==> src/rtl/mpt_tlb.sv <==
// Single-outstanding MPT permission cache: fully-associative per-page R/W/X lookup,
// one walker request on a miss, fill on a successful walk, one-cycle response pulse.
module mpt_tlb #(
  parameter int ADDR_LEN   = 56,
  parameter int ENTRIES    = 4,
  parameter int PAGE_SHIFT = 12
) (
  input  logic                clk_i,
  input  logic                rst_i,
  input  logic                flush_i,
  input  logic                req_valid_i,
  output logic                req_ready_o,
  input  logic [ADDR_LEN-1:0] req_paddr_i,
  input  logic [1:0]          req_access_i,
  output logic                rsp_valid_o,
  output logic                rsp_allow_o,
  output logic                rsp_fault_o,
  output logic                rsp_hit_o,
  output logic                ptw_enable_o,
  output logic                ptw_addr_valid_o,
  output logic [ADDR_LEN-1:0] ptw_paddr_o,
  input  logic                ptw_valid_i,
  input  logic [63:0]         ptw_entry_i,
  input  logic                ptw_page_fault_i,
  input  logic                ptw_format_err_i
);

  localparam int TAG_W = ADDR_LEN - PAGE_SHIFT;
  localparam int IDX_W = $clog2(ENTRIES);

  localparam logic [2:0] S_IDLE      = 3'd0;
  localparam logic [2:0] S_LOOKUP    = 3'd1;
  localparam logic [2:0] S_WALK_REQ  = 3'd2;
  localparam logic [2:0] S_WALK_WAIT = 3'd3;
  localparam logic [2:0] S_RESP      = 3'd4;

  logic [2:0]          state_q;
  logic [ADDR_LEN-1:0] paddr_q;
  logic [1:0]          access_q;
  logic [ENTRIES-1:0]  valid_q;
  logic [TAG_W-1:0]    tag_q  [ENTRIES];
  logic [2:0]          perm_q [ENTRIES];
  logic [IDX_W-1:0]    rr_q;
  logic                allow_q, fault_q, hit_q;

  logic                hit_any;
  logic [2:0]          hit_perm;
  logic [IDX_W-1:0]    victim;
  logic                use_rr;
  logic                walk_fault, walk_done, do_fill;
  logic                unused_entry_bits;

  // Access 11 is reserved and never permitted.
  function automatic logic perm_sel(input logic [2:0] perm, input logic [1:0] acc);
    case (acc)
      2'b00:   perm_sel = perm[0];
      2'b01:   perm_sel = perm[1];
      2'b10:   perm_sel = perm[2];
      default: perm_sel = 1'b0;
    endcase
  endfunction

  always_comb begin
    hit_any  = 1'b0;
    hit_perm = 3'b000;
    for (int i = 0; i < ENTRIES; i++) begin
      if (valid_q[i] && tag_q[i] == paddr_q[ADDR_LEN-1:PAGE_SHIFT]) begin
        hit_any  = 1'b1;
        hit_perm = perm_q[i];
      end
    end
  end

  // Descending scan leaves the lowest-index free slot; fall back to round-robin.
  always_comb begin
    victim = rr_q;
    use_rr = 1'b1;
    for (int i = ENTRIES - 1; i >= 0; i--) begin
      if (!valid_q[i]) begin
        victim = IDX_W'(i);
        use_rr = 1'b0;
      end
    end
  end

  assign walk_fault = ptw_page_fault_i | ptw_format_err_i;
  assign walk_done  = walk_fault | ptw_valid_i;
  assign do_fill    = (state_q == S_WALK_WAIT) && ptw_valid_i && !walk_fault && !flush_i;

  assign unused_entry_bits = ^ptw_entry_i[63:3];

  assign req_ready_o      = (state_q == S_IDLE) && !flush_i && !rst_i;
  assign rsp_valid_o      = (state_q == S_RESP);
  assign rsp_allow_o      = rsp_valid_o & allow_q;
  assign rsp_fault_o      = rsp_valid_o & fault_q;
  assign rsp_hit_o        = rsp_valid_o & hit_q;
  assign ptw_enable_o     = (state_q == S_WALK_REQ);
  assign ptw_addr_valid_o = (state_q == S_WALK_REQ);
  assign ptw_paddr_o      = paddr_q;

  always_ff @(posedge clk_i or posedge rst_i) begin
    if (rst_i) begin
      state_q  <= S_IDLE;
      paddr_q  <= '0;
      access_q <= 2'b00;
      valid_q  <= '0;
      rr_q     <= '0;
      allow_q  <= 1'b0;
      fault_q  <= 1'b0;
      hit_q    <= 1'b0;
      for (int i = 0; i < ENTRIES; i++) begin
        tag_q[i]  <= '0;
        perm_q[i] <= 3'b000;
      end
    end else begin
      case (state_q)
        S_IDLE: begin
          if (req_valid_i && req_ready_o) begin
            paddr_q  <= req_paddr_i;
            access_q <= req_access_i;
            state_q  <= S_LOOKUP;
          end
        end
        S_LOOKUP: begin
          if (hit_any) begin
            allow_q <= perm_sel(hit_perm, access_q);
            fault_q <= 1'b0;
            hit_q   <= 1'b1;
            state_q <= S_RESP;
          end else begin
            state_q <= S_WALK_REQ;
          end
        end
        S_WALK_REQ: state_q <= S_WALK_WAIT;
        S_WALK_WAIT: begin
          if (walk_done) begin
            allow_q <= !walk_fault && perm_sel(ptw_entry_i[2:0], access_q);
            fault_q <= walk_fault;
            hit_q   <= 1'b0;
            state_q <= S_RESP;
          end
        end
        S_RESP:  state_q <= S_IDLE;
        default: state_q <= S_IDLE;
      endcase

      if (do_fill) begin
        valid_q[victim] <= 1'b1;
        tag_q[victim]   <= paddr_q[ADDR_LEN-1:PAGE_SHIFT];
        perm_q[victim]  <= ptw_entry_i[2:0];
        if (use_rr) rr_q <= rr_q + 1'b1;
      end

      // Flush wins over any same-cycle fill bookkeeping.
      if (flush_i) begin
        valid_q <= '0;
        rr_q    <= '0;
      end
    end
  end

endmodule

==> config.mk <==
export PLATFORM = sky130hd
export DESIGN_NAME = mpt_tlb
export DESIGN_NICKNAME = d
export VERILOG_FILES = /design/src/rtl/mpt_tlb.sv
export SDC_FILE = /design/constraint.sdc
export NUM_CORES = 1
export LEC_CHECK = 0
export ABC_CLOCK_PERIOD_IN_PS = 23800
export BUFFER_PORTS_ARGS = -buffer_cell sky130_fd_sc_hd__buf_2
export CORE_MARGIN = 2
export CORE_UTILIZATION = 52
export CTS_CLUSTER_DIAMETER = 150
export DETAILED_ROUTE_END_ITERATION = 6
export PLACE_DENSITY = 0.71
export SYNTH_ARGS = -nofsm -noshare
export SYNTH_HDL_FRONTEND = slang
export SYNTH_SLANG_ARGS = --single-unit
==> constraint.sdc <==
create_clock -name clk_i -period 23.8 [get_ports clk_i]
set_input_delay 2.38 -clock clk_i [delete_from_list [all_inputs] [get_ports clk_i]]
set_output_delay 2.38 -clock clk_i [all_outputs]
set_load 0.005 [all_outputs]
==> flow_summary.yaml, run 1 <==
status:
  outcome: "complete, no violations"
detailed_routing:
  post-route-drc-count: 0
  drtPass1Iterations: 4
  postRouteAntennaNets: 0
  initial_detailed_routing_violation_count: 342
  dr_total_vias: 7298
  detail_route.wirelength_um: 24900
  drt-wirelength-per-cell_um: 18.6
  vias_per_cell: 5.46
global_routing:
  busiest_layer: "met2"
  first_global_vias: 7386
  grt_pass1_wl_um: 40000
  met3_usage_pct: 3.18
  grt-ovfl-total: 0
  number_of_antenna_violations_at_the_first_check_in_global_routing: 0
  grt.total_usage_pct: 21.0
  use_met2_pct: 35.0
  grt_max_degree: 114
  groute.layer.met1.usage_pct: 29.7
timing:
  finalSetupViolations: 0
  hold_viol: 0
  min_period_over_period_pct: 23.3
  relSlewSlack_pct: 33.9
  finalWorstPathRequiredPeriod_ns: 5.54
  timing.final.max_slew_violations: 0
  setup_clock_skew_after_layout_ns: 0.00923
  final.setup.tns_ns: 0
  worst_margin_slew_ns: 0.982
  max_freq_mhz: 180
  setup_repair_after_global_routing_missed_its_margin: "false"
hold_path:
  path_class_of_the_lowest_slack_min_delay_path: "reg2reg"
yosys:
  ys_types: 45
  ys_warn_count: 0
  yosysTopAreaCell: "sky130_fd_sc_hd__dfrtp_1"
  leading_post_synthesis_cells_by_cell_area: "sky130_fd_sc_hd__dfrtp_1 (54%), sky130_fd_sc_hd__mux2_2 (21%), sky130_fd_sc_hd__xnor2_1 (9.4%)"
  synth_cells: 942
  yosys_register_bits: 258
  synth-seq-area-share_pct: 53.5
  synth_top_area_share_pct: 53.5
  synthArstFlopShare_pct: 100
  synth_enable_flop_cells: 0
  postSynthAreaPerCell_um2: 12.8
  syn-cell-area_mm2: 0.0121
  synthFlopType: "sky130_fd_sc_hd__dfrtp_1"
  synthesis.nets: 1071
setup_path:
  required_ns: 21.42
  timing.critical_path.to_type: "output pin"
  cp.arrival_ns: 3.16
  worst-path-max-fanout: 9
  reg2reg_setup_slack_ns: 20.81
  setup.worst_path.start_class: "input pin"
  critPathKind: "in2out"
power:
  total_leakage_power_nw: 6.54
  power.combinational.fraction_pct: 24.6
  power.density_mw_per_mm2: 110
  power_frac_seq_pct: 46.9
  cellInternalPower_mw: 1.01
  power_frac_clock_pct: 28.5
  irDropWorstVdd_mv: 0.0719
  p_switching_mw: 0.503
  power.switching_fraction_pct: 33.3
floorplan:
  fp.dieW_um: 156
  die_footprint_mm2: 0.0244
  fp-row-count: 55
  initial_core_util_pct: 53.1
  boundaryPins: 192
  die_h_um: 156
  core_region_area_mm2: 0.0227
clock_tree:
  path_clk_slew_ns: 0.06
  cts_buffers: 28
  tritoncts_clock_tree: "yes"
  htreeDepth: 1
  cts_root_buf: "sky130_fd_sc_hd__clkbuf_16"
  postCtsHoldBufs: 0
  clk_path_buf_depth: 3
  insertion_delay_of_the_later_clocked_pin_in_the_worst_skew_pair_ns: 0.54
  clock_sink_count: 258
  resized_after_cts: 0
  cts.repair_timing.setup_buffer_count: 0
final_layout:
  antennaDiodeCount: 0
  synthToLayoutAreaGrowth_pct: 13.8
  finish.utilization_pct: 60.5
  nets: 1162
  post_route_cells_drive_above_1_share_pct: 40.3
  multiInputGateArea_mm2: 0.00523
  fill_cells: 1862
  seq_cell_area_mm2: 0.00646
placement:
  gpl_wtd_cong: 0.793
  io_buffers: 130
  dp.final_hpwl_um: 16500
run:
  timing.max_cap.violations: 0
## through the flow
stage	hold WS [ns]	std cells	cell area, µm²	power (mW)	worst slack [ns]
3_5_place_dp	0.475	1288	12800	1.10	18.25
5_1_grt	0.509	1337	13700	1.60	18.12
6_report	0.485	1337	13700	1.51	18.26
3_3_place_gp	0.466	1288	12800	1.09	18.23
2_1_floorplan	0.441	942	12100	0.954	14.32
4_1_cts	0.488	1337	13700	1.53	18.24
## power groups by stage
stage / Clock, mW / Combinational [mW] / Sequential [mW]
3_3_place_gp: 0 / 0.371 / 0.716
6_report: 0.431 / 0.372 / 0.709
2_1_floorplan: 0 / 0.374 / 0.580
4_1_cts: 0.439 / 0.379 / 0.713
5_1_grt: 0.455 / 0.417 / 0.732
3_5_place_dp: 0 / 0.376 / 0.721
## placed cells by master (no fill, tap or decap), drive strengths merged, types with 3 or more instances in the layout
cell,n
xnor2,132
inv,16
a21oi,8
mux2,229
nor4,18
nor2,15
nor2b,5
clkinv,5
o221ai,3
nand4,35
xor2,38
o21ai,28
nand2,40
clkbuf,43
nor3,8
and3,4
nand3,6
dfrtp,258
buf,137
## state kept, by name, indices dropped and copies added, names as in the netlist, 2 cells and up
name and cells:
tag_q 176, state_q 3, access_q 2, valid_q 4, ptw_paddr_o 56, perm_q 12, rr_q 2
## critical path, stage by stage
cell,delay [ns]
sky130_fd_sc_hd__buf_2,0.16
sky130_fd_sc_hd__nor4b_1,0.43
sky130_fd_sc_hd__buf_2,0.19
## per-layer routing
| metal | vias to the layer above | wire length, µm |
|---|---|---|
| met5 | - | 0 |
| met4 | 0 | 315 |
| met3 | 29 | 1050 |
| met2 | 142 | 12100 |
| met1 | 3706 | 11500 |
| li1 | 3421 | - |
## synthesized netlist by cell type (2+ instances only)
cell / count
sky130_fd_sc_hd__nand3_1: 6
sky130_fd_sc_hd__nand4_1: 35
sky130_fd_sc_hd__and3_1: 4
sky130_fd_sc_hd__dfrtp_1: 258
sky130_fd_sc_hd__a21oi_1: 7
sky130_fd_sc_hd__nor2_1: 15
sky130_fd_sc_hd__o21ai_0: 27
sky130_fd_sc_hd__inv_1: 16
sky130_fd_sc_hd__o221ai_1: 3
sky130_fd_sc_hd__buf_2: 13
sky130_fd_sc_hd__nor2b_1: 5
sky130_fd_sc_hd__nand2_1: 40
sky130_fd_sc_hd__and2_1: 2
sky130_fd_sc_hd__mux2_2: 227
sky130_fd_sc_hd__mux2_1: 2
sky130_fd_sc_hd__o22ai_1: 2
sky130_fd_sc_hd__xnor2_2: 2
sky130_fd_sc_hd__nor3_1: 8
sky130_fd_sc_hd__xor2_1: 38
sky130_fd_sc_hd__nor4b_1: 2
sky130_fd_sc_hd__xnor2_1: 130
sky130_fd_sc_hd__buf_4: 7
sky130_fd_sc_hd__mux2i_1: 2
sky130_fd_sc_hd__clkbuf_1: 47
sky130_fd_sc_hd__nor4_1: 17
sky130_fd_sc_hd__buf_1: 6
sky130_fd_sc_hd__buf_6: 3
## layout make-up
cell class                      instances  share of cell area, %
Inverter                               16                  0.492
Sequential cell                       258                   47.0
Clock inverter                          6                  0.401
Clock buffer                           43                   6.32
Tap cell                              285                   2.60
Timing Repair Buffer                  137                   5.12
Multi-Input combinational cell        592                   38.1
## worst paths after layout
| check | from | cells past startpoint | endpoint |
|---|---|---|---|
| worst max-delay path | flush_i | 3 | req_ready_o |
| worst min-delay path | fault_q$_DFFE_PP0P_ | 2 | fault_q$_DFFE_PP0P_ |
| worst max register to register | state_q[2]$_DFFE_PP0P_ | 6 | tag_q[11]$_DFFE_PP0P_ |
| worst min register to register | fault_q$_DFFE_PP0P_ | 2 | fault_q$_DFFE_PP0P_ |
| max in group asynchronous | rst_i | 3 | tag_q[175]$_DFFE_PP0P_ |
| min in group asynchronous | rst_i | 2 | hit_q$_DFFE_PP0P_ |
## cells by family after synthesis
group	count (synthesis)	share of synthesized area [%]
mux	231	21.5
simple gates	140	6.40
xor+xnor	170	12.5
buf+inv	92	3.40
compound gates	51	2.68
flops	258	53.5
No activity file was read; power rests on OpenSTA's default activity.
==> run 2: changes to the inputs <==
Settings changed: ABC_AREA set to 1, ABC_CLOCK_PERIOD_IN_PS 23800 to 4600, PLACE_DENSITY 0.71 to 0.74.
Clock period 23.8 ns to 4.6 ns, I/O delays scaled along.
==> run 2 against run 1 <==
Clock skew rose by 0.0063 ns. Critical path type is now reg2reg. Design area increased by 3.2%. Highest routed layer is now met5. Routed wire length increased by 41%. Cell count up 53%. Register-to-register slack worse by 19 ns. Sequential power rose to 4.8 times the previous value. Area after synthesis up 3.1%. Largest power group unchanged. Critical path depth up 11. Die area is 3.0% higher.
==> flow_summary.yaml, run 2 <==
status:
  outcome: "complete, no violations"
timing:
  finalSetupViolations: 0
  whs_ns: 0.0990
  setup_clock_skew_after_layout_ns: 0.0156
  worst_margin_slew_ns: 0.912
  timing.final.max_slew_violations: 0
  setup_repair_after_global_routing_missed_its_margin: "false"
  final.setup.tns_ns: 0
  relSlewSlack_pct: 39.2
  max_freq_mhz: 356
  hold_viol: 0
  finalWorstPathRequiredPeriod_ns: 2.81
  min_period_over_period_pct: 61.1
global_routing:
  grt.total_usage_pct: 28.6
  first_global_vias: 10000
  number_of_antenna_violations_at_the_first_check_in_global_routing: 1
  grt-ovfl-total: 0
  grt_pass1_wl_um: 54700
  grt_max_degree: 157
setup_path:
  setup.worst_path.start_class: "register"
  reg2reg_setup_slack_ns: 1.79
  reg2reg_depth: 14
  required_ns: 5.02
  timing.critical_path.to_type: "register"
  crit-reg2reg-launch: "state_q[0]$_DFFE_PP0P_"
  critPathKind: "reg2reg"
  worst-path-max-fanout: 64
  crit_path_end: "tag_q[54]$_DFFE_PP0P_"
  worst_r2r_endpoint: "tag_q[54]$_DFFE_PP0P_"
  crit_start: "state_q[0]$_DFFE_PP0P_"
  cp.arrival_ns: 3.23
yosys:
  synthesis.nets: 1745
  yosys_register_bits: 258
  syn-cell-area_mm2: 0.0124
  postSynthAreaPerCell_um2: 7.70
  synth_enable_flop_cells: 0
  post-synth-top-count-cell: "sky130_fd_sc_hd__nand2_1"
  yosys-top-cells-count: "sky130_fd_sc_hd__nand2_1 (534), sky130_fd_sc_hd__dfrtp_1 (258), sky130_fd_sc_hd__o21ai_0 (222)"
  ys_types: 32
  synth-seq-area-share_pct: 51.9
  ys_warn_count: 0
  synth_cells: 1616
  synth_top_area_share_pct: 51.9
  yosysTopAreaCell: "sky130_fd_sc_hd__dfrtp_1"
  synthFlopType: "sky130_fd_sc_hd__dfrtp_1"
  synthArstFlopShare_pct: 100
  leading_post_synthesis_cells_by_cell_area: "sky130_fd_sc_hd__dfrtp_1 (52%), sky130_fd_sc_hd__nand2_1 (16%), sky130_fd_sc_hd__o21ai_0 (8.9%)"
final_layout:
  commonest_cells_after_routing_fill_and_taps_aside: "sky130_fd_sc_hd__nand2_1 (533), sky130_fd_sc_hd__dfrtp_1 (258), sky130_fd_sc_hd__o21ai_0 (212)"
  mostFrequentLayoutCell: "sky130_fd_sc_hd__nand2_1"
  post_route_cells_drive_above_1_share_pct: 12.2
  antennaDiodeCount: 0
  nets: 1836
  largest_reg_flops: 176
  max_flop_register: "tag_q"
  synthToLayoutAreaGrowth_pct: 14.0
clock_tree:
  cts.repair_timing.setup_buffer_count: 0
  postCtsHoldBufs: 0
  path_clk_slew_ns: 0.06
  tritoncts_clock_tree: "yes"
  cts_buffers: 28
  resized_after_cts: 0
  clk_path_buf_depth: 3
  clock_sink_count: 258
  cts_root_buf: "sky130_fd_sc_hd__clkbuf_16"
  htreeDepth: 1
  insertion_delay_of_the_later_clocked_pin_in_the_worst_skew_pair_ns: 0.55
detailed_routing:
  post-route-drc-count: 0
  drt-wirelength-per-cell_um: 17.2
  drtPass1Iterations: 5
  initial_detailed_routing_violation_count: 1081
  dr_total_vias: 10800
  detail_route.wirelength_um: 35200
  vias_per_cell: 5.25
  postRouteAntennaNets: 0
power:
  cellInternalPower_mw: 4.89
  power_frac_clock_pct: 28.4
  power.switching_fraction_pct: 39.7
  fin_total_pwr_mw: 8.11
  total_leakage_power_nw: 7.08
  power_frac_seq_pct: 42.1
  power.combinational.fraction_pct: 29.5
  power.density_mw_per_mm2: 572
  p_switching_mw: 3.22
  irDropWorstVdd_mv: 0.400
hold_path:
  path_class_of_the_lowest_slack_min_delay_path: "in2reg"
floorplan:
  fp.dieW_um: 159
  initial_core_util_pct: 53.0
  fp-row-count: 56
  die_footprint_mm2: 0.0252
  boundaryPins: 192
  core_region_area_mm2: 0.0235
  die_h_um: 159
placement:
  gpl_wtd_cong: 0.976
  dp.final_hpwl_um: 24800
  io_buffers: 130
run:
  timing.max_cap.violations: 0
run 2: cell types whose count changed in the layout (fill, tap and decap cells not counted), sizes merged, moves of 95 or more:
| cell | delta |
|---|---|
| o21ai | +214 |
| inv | +179 |
| xnor2 | -95 |
| mux2 | -227 |
| nor2 | +113 |
| nand2 | +494 |
run 2: power by group through the flow:
stage / combinational, mW / clock (mW) / sequential, mW
after floorplan: 1.65 / 0 / 3.05
after global placement: 2.31 / 0 / 3.41
after detailed placement: 2.35 / 0 / 3.42
after CTS: 2.37 / 2.32 / 3.39
after global routing: 2.66 / 2.42 / 3.48
final: 2.39 / 2.30 / 3.41
run 2: worst min-delay path by stage:
stage	end	startpoint	cells past startpoint	slack (ns)
2_1_floorplan	perm_q[0]$_DFFE_PP0P_	perm_q[0]$_DFFE_PP0P_	2	0.45
3_3_place_gp	ptw_paddr_o[9]$_DFFE_PP0P_	ptw_paddr_o[9]$_DFFE_PP0P_	2	0.46
3_5_place_dp	ptw_paddr_o[3]$_DFFE_PP0P_	ptw_paddr_o[3]$_DFFE_PP0P_	2	0.46
4_1_cts	ptw_paddr_o[4]$_DFFE_PP0P_	req_paddr_i[4]	3	0.09
5_1_grt	ptw_paddr_o[2]$_DFFE_PP0P_	req_paddr_i[2]	3	0.10
6_report	ptw_paddr_o[4]$_DFFE_PP0P_	req_paddr_i[4]	3	0.1
run 2: layer usage:
metal / GRT usage, % / up-vias / wire length [µm]
li1: - / 5217 / -
met4: 10.9 / 2 / 1390
met5: 0 / - / 8
met2: 42.9 / 365 / 15400
met3: 5.63 / 80 / 2710
met1: 41.1 / 5090 / 15600
run 2: critical path, cell delays in order (launching register included):
cell and delay, ns:
sky130_fd_sc_hd__dfrtp_1 0.41, sky130_fd_sc_hd__inv_2 0.06, sky130_fd_sc_hd__nor2_2 0.12, sky130_fd_sc_hd__inv_2 0.07, sky130_fd_sc_hd__nor2_2 0.16, sky130_fd_sc_hd__nand2_1 0.07
sky130_fd_sc_hd__nor2_1 0.17, sky130_fd_sc_hd__inv_2 0.08, sky130_fd_sc_hd__nor2_2 0.13, sky130_fd_sc_hd__inv_2 0.09, sky130_fd_sc_hd__nor3_4 0.10, sky130_fd_sc_hd__buf_4 0.52
sky130_fd_sc_hd__inv_2 0.44, sky130_fd_sc_hd__nand2_1 0.16, sky130_fd_sc_hd__o21ai_1 0.07
run 2: through the flow:
step	setup slack, ns	utilization [%]	instance area [µm²]	std cells
after floorplan	-0.557	-	12500	1616
after global placement	1.88	56.4	13200	1996
after detailed placement	1.87	56.4	13200	1996
after CTS	1.81	60.4	14200	2047
after global routing	1.46	60.4	14200	2047
final	1.79	60.4	14200	2047
run 2: logic make-up after synthesis:
group / count (synthesis) / synth area share [%]
DFF: 258 / 51.9
AOI/OAI and AO/OA: 297 / 12.2
xor gates and xnor gates: 48 / 3.38
and+or+nand+nor: 735 / 23.4
muxes: 2 / 0.181
buffers and inverters: 276 / 8.92
run 2: layout make-up:
cell class / instances / area (µm²)
tap: 319 / 399
sequential: 258 / 6460
timing repair buffer: 140 / 738
fill: 2118 / 9300
inverter: 197 / 744
multi-input combinational: 1082 / 4900
clock buffer: 37 / 785
clock inverter: 14 / 156
==> run 3: changes to the inputs <==
Settings changed: ABC_CLOCK_PERIOD_IN_PS 4600 to 2600, PLACE_DENSITY 0.74 to 0.71.
Clock period 4.6 ns to 2.6 ns, I/O delays scaled along.
==> run 3 against run 2 <==
Clock power up 88%. Utilization up 4.9 points. Maximum frequency up 17%. Cell count up 5.7%. First-iteration DRC count up 10%. Clock skew up 0.0049 ns. Register-to-register slack worse by 1.6 ns. Routed wire length up 3.7%. Sequential share of layout area down 3.4 points. Clock-buffer cell count up 6. Total power up 88%. Largest cell class unchanged. Highest routed layer is now met4.
==> flow_summary.yaml, run 3 (same netlist as run 2, synthesis figures left out) <==
status:
  outcome: "complete, no violations"
clock_tree:
  cts.repair_timing.setup_buffer_count: 0
  tritoncts_clock_tree: "yes"
  cts_buffers: 28
  htreeDepth: 1
  clock_sink_count: 258
  cts_root_buf: "sky130_fd_sc_hd__clkbuf_16"
  insertion_delay_of_the_later_clocked_pin_in_the_worst_skew_pair_ns: 0.56
  clk_path_buf_depth: 3
  path_clk_slew_ns: 0.06
timing:
  worst_margin_slew_ns: 1.01
  min_period_over_period_pct: 92.6
  finalWorstPathRequiredPeriod_ns: 2.41
  setup_repair_after_global_routing_missed_its_margin: "false"
  setup_clock_skew_after_layout_ns: 0.0205
  timing.final.max_slew_violations: 0
  finalSetupViolations: 0
  max_freq_mhz: 415
  relSlewSlack_pct: 32.9
  final.setup.tns_ns: 0
  hold_viol: 0
global_routing:
  number_of_antenna_violations_at_the_first_check_in_global_routing: 0
  grt_pass1_wl_um: 56800
  grt-ovfl-total: 0
  first_global_vias: 10600
  grt_max_degree: 173
  grt.total_usage_pct: 29.6
floorplan:
  boundaryPins: 192
  fp-row-count: 56
  fp.dieW_um: 159
  die_h_um: 159
  die_footprint_mm2: 0.0252
  initial_core_util_pct: 53.0
  core_region_area_mm2: 0.0235
power:
  cellInternalPower_mw: 9.46
  power_frac_clock_pct: 28.4
  power.combinational.fraction_pct: 35.1
  fin_total_pwr_mw: 15.3
  power_frac_seq_pct: 36.5
  p_switching_mw: 5.80
  irDropWorstVdd_mv: 0.735
  total_leakage_power_nw: 7.65
  power.density_mw_per_mm2: 995
  power.switching_fraction_pct: 38.0
final_layout:
  nets: 1952
  post_route_cells_drive_above_1_share_pct: 14.4
  synthToLayoutAreaGrowth_pct: 23.2
  max_flop_register: "tag_q"
  mostFrequentLayoutCell: "sky130_fd_sc_hd__nand2_1"
  commonest_cells_after_routing_fill_and_taps_aside: "sky130_fd_sc_hd__nand2_1 (533), sky130_fd_sc_hd__dfrtp_1 (258), sky130_fd_sc_hd__o21ai_0 (190)"
  antennaDiodeCount: 0
  largest_reg_flops: 176
  finish.utilization_pct: 65.3
setup_path:
  critical_path.top_delay_family: "simple AND/OR/NAND/NOR gates"
  worstPathBufferInverterCount: 3
  required_ns: 3.07
  cp.arrival_ns: 2.87
  timing.critical_path.to_type: "register"
  critical_path.cell_chain: "inv_1 -> buf_4 -> nand2_1 -> nand4_1 -> nor2_1 -> nand2_1 -> nor2_1 -> nand3_1 -> nor2b_2 -> nand2_1 -> nand3_1 -> inv_2 -> nor2_1 -> a21oi_1"
  worst-path-max-fanout: 9
  setup.worst_path.start_class: "register"
  worst_path_largest_cell_delay_ns: 0.49
  critPathKind: "reg2reg"
  cpMaxStageDelayCell: "sky130_fd_sc_hd__dfrtp_1"
hold_path:
  path_class_of_the_lowest_slack_min_delay_path: "in2reg"
detailed_routing:
  post-route-drc-count: 0
  vias_per_cell: 5.20
  postRouteAntennaNets: 0
  detail_route.wirelength_um: 36500
  drtPass1Iterations: 6
  dr_total_vias: 11200
  drt-wirelength-per-cell_um: 16.9
  initial_detailed_routing_violation_count: 1193
placement:
  dp.final_hpwl_um: 25900
  io_buffers: 130
  gpl_wtd_cong: 0.935
run:
  timing.max_cap.violations: 0
[run 3: cell types whose count changed in the layout (fill, tap and decap cells not counted), moves of 4 or more]
cell,change
sky130_fd_sc_hd__dlygate4sd3_1,+63
sky130_fd_sc_hd__buf_4,+49
sky130_fd_sc_hd__o21ai_0,-22
sky130_fd_sc_hd__o21ai_1,+22
sky130_fd_sc_hd__clkinv_2,-5
sky130_fd_sc_hd__buf_12,+4
sky130_fd_sc_hd__clkbuf_8,+4
[run 3: what timing repair did]
| action | 4_1_cts | 5_1_grt |
|---|---|---|
| hold buffers | 63 | 0 |
| setup endpoints to repair | 0 | 4 |
| endpoints found under the hold margin | 87 | 0 |
| resized for setup | 0 | 2 |
[run 3: power by group through the flow]
stage | logic (mW) | clock network, mW | registers (mW)
floorplan | 2.96 | 0 | 5.40
global placement | 5.12 | 0 | 5.58
detailed placement | 5.19 | 0 | 5.61
CTS | 5.29 | 4.36 | 5.55
global route | 5.89 | 4.53 | 5.68
finish | 5.36 | 4.33 | 5.57
[run 3: per-stage QoR]
stage | area (µm²) | instances | hold WS [ns] | worst slack [ns]
after floorplan | 12500 | 1616 | 0.370 | -2.36
after global placement | 13700 | 2049 | 0.453 | 0.252
after detailed placement | 13700 | 2049 | 0.460 | 0.225
after CTS | 15300 | 2164 | 0.0188 | 0.205
after global routing | 15300 | 2164 | 0.0645 | 0.00152
final | 15300 | 2164 | 0.0267 | 0.192
[run 3: per-layer routing]
layer	part of all wire [%]	GRT usage (%)
met5	0	0
met4	3.1	9.57
met3	8.6	6.04
met2	44	45.4
met1	44	42.2
[run 3: tightest hold or removal path: cells and delay by family]
kind | cells | cell delay, ns
compound gates | 1 | 0.14
buf+inv | 1 | 0.08
simple gates | 1 | 0.04
[run 3: cell type report]
class                   count  area, µm²
clock inverters             9        145
inverters                 197        744
multi-input cells        1082       4900
fillers                  1974       8140
well taps                 319        399
clock buffers              43        868
flip-flops and latches    258       6460
repair buffers            256       1820
[run 3: worst paths after layout]
path	endpoint	startpoint	cells after the start	slack (ns)
hold reg to reg	ptw_paddr_o[7]$_DFFE_PP0P_	ptw_paddr_o[7]$_DFFE_PP0P_	2	0.48
setup / recovery	allow_q$_DFFE_PP0P_	ptw_paddr_o[29]$_DFFE_PP0P_	14	0.19
max in group asynchronous	ptw_paddr_o[30]$_DFFE_PP0P_	rst_i	5	0.88
hold / removal	fault_q$_DFFE_PP0P_	ptw_page_fault_i	3	0.03
setup reg to reg	allow_q$_DFFE_PP0P_	ptw_paddr_o[29]$_DFFE_PP0P_	14	0.19
min in group asynchronous	perm_q[2]$_DFFE_PP0P_	rst_i	4	0.46
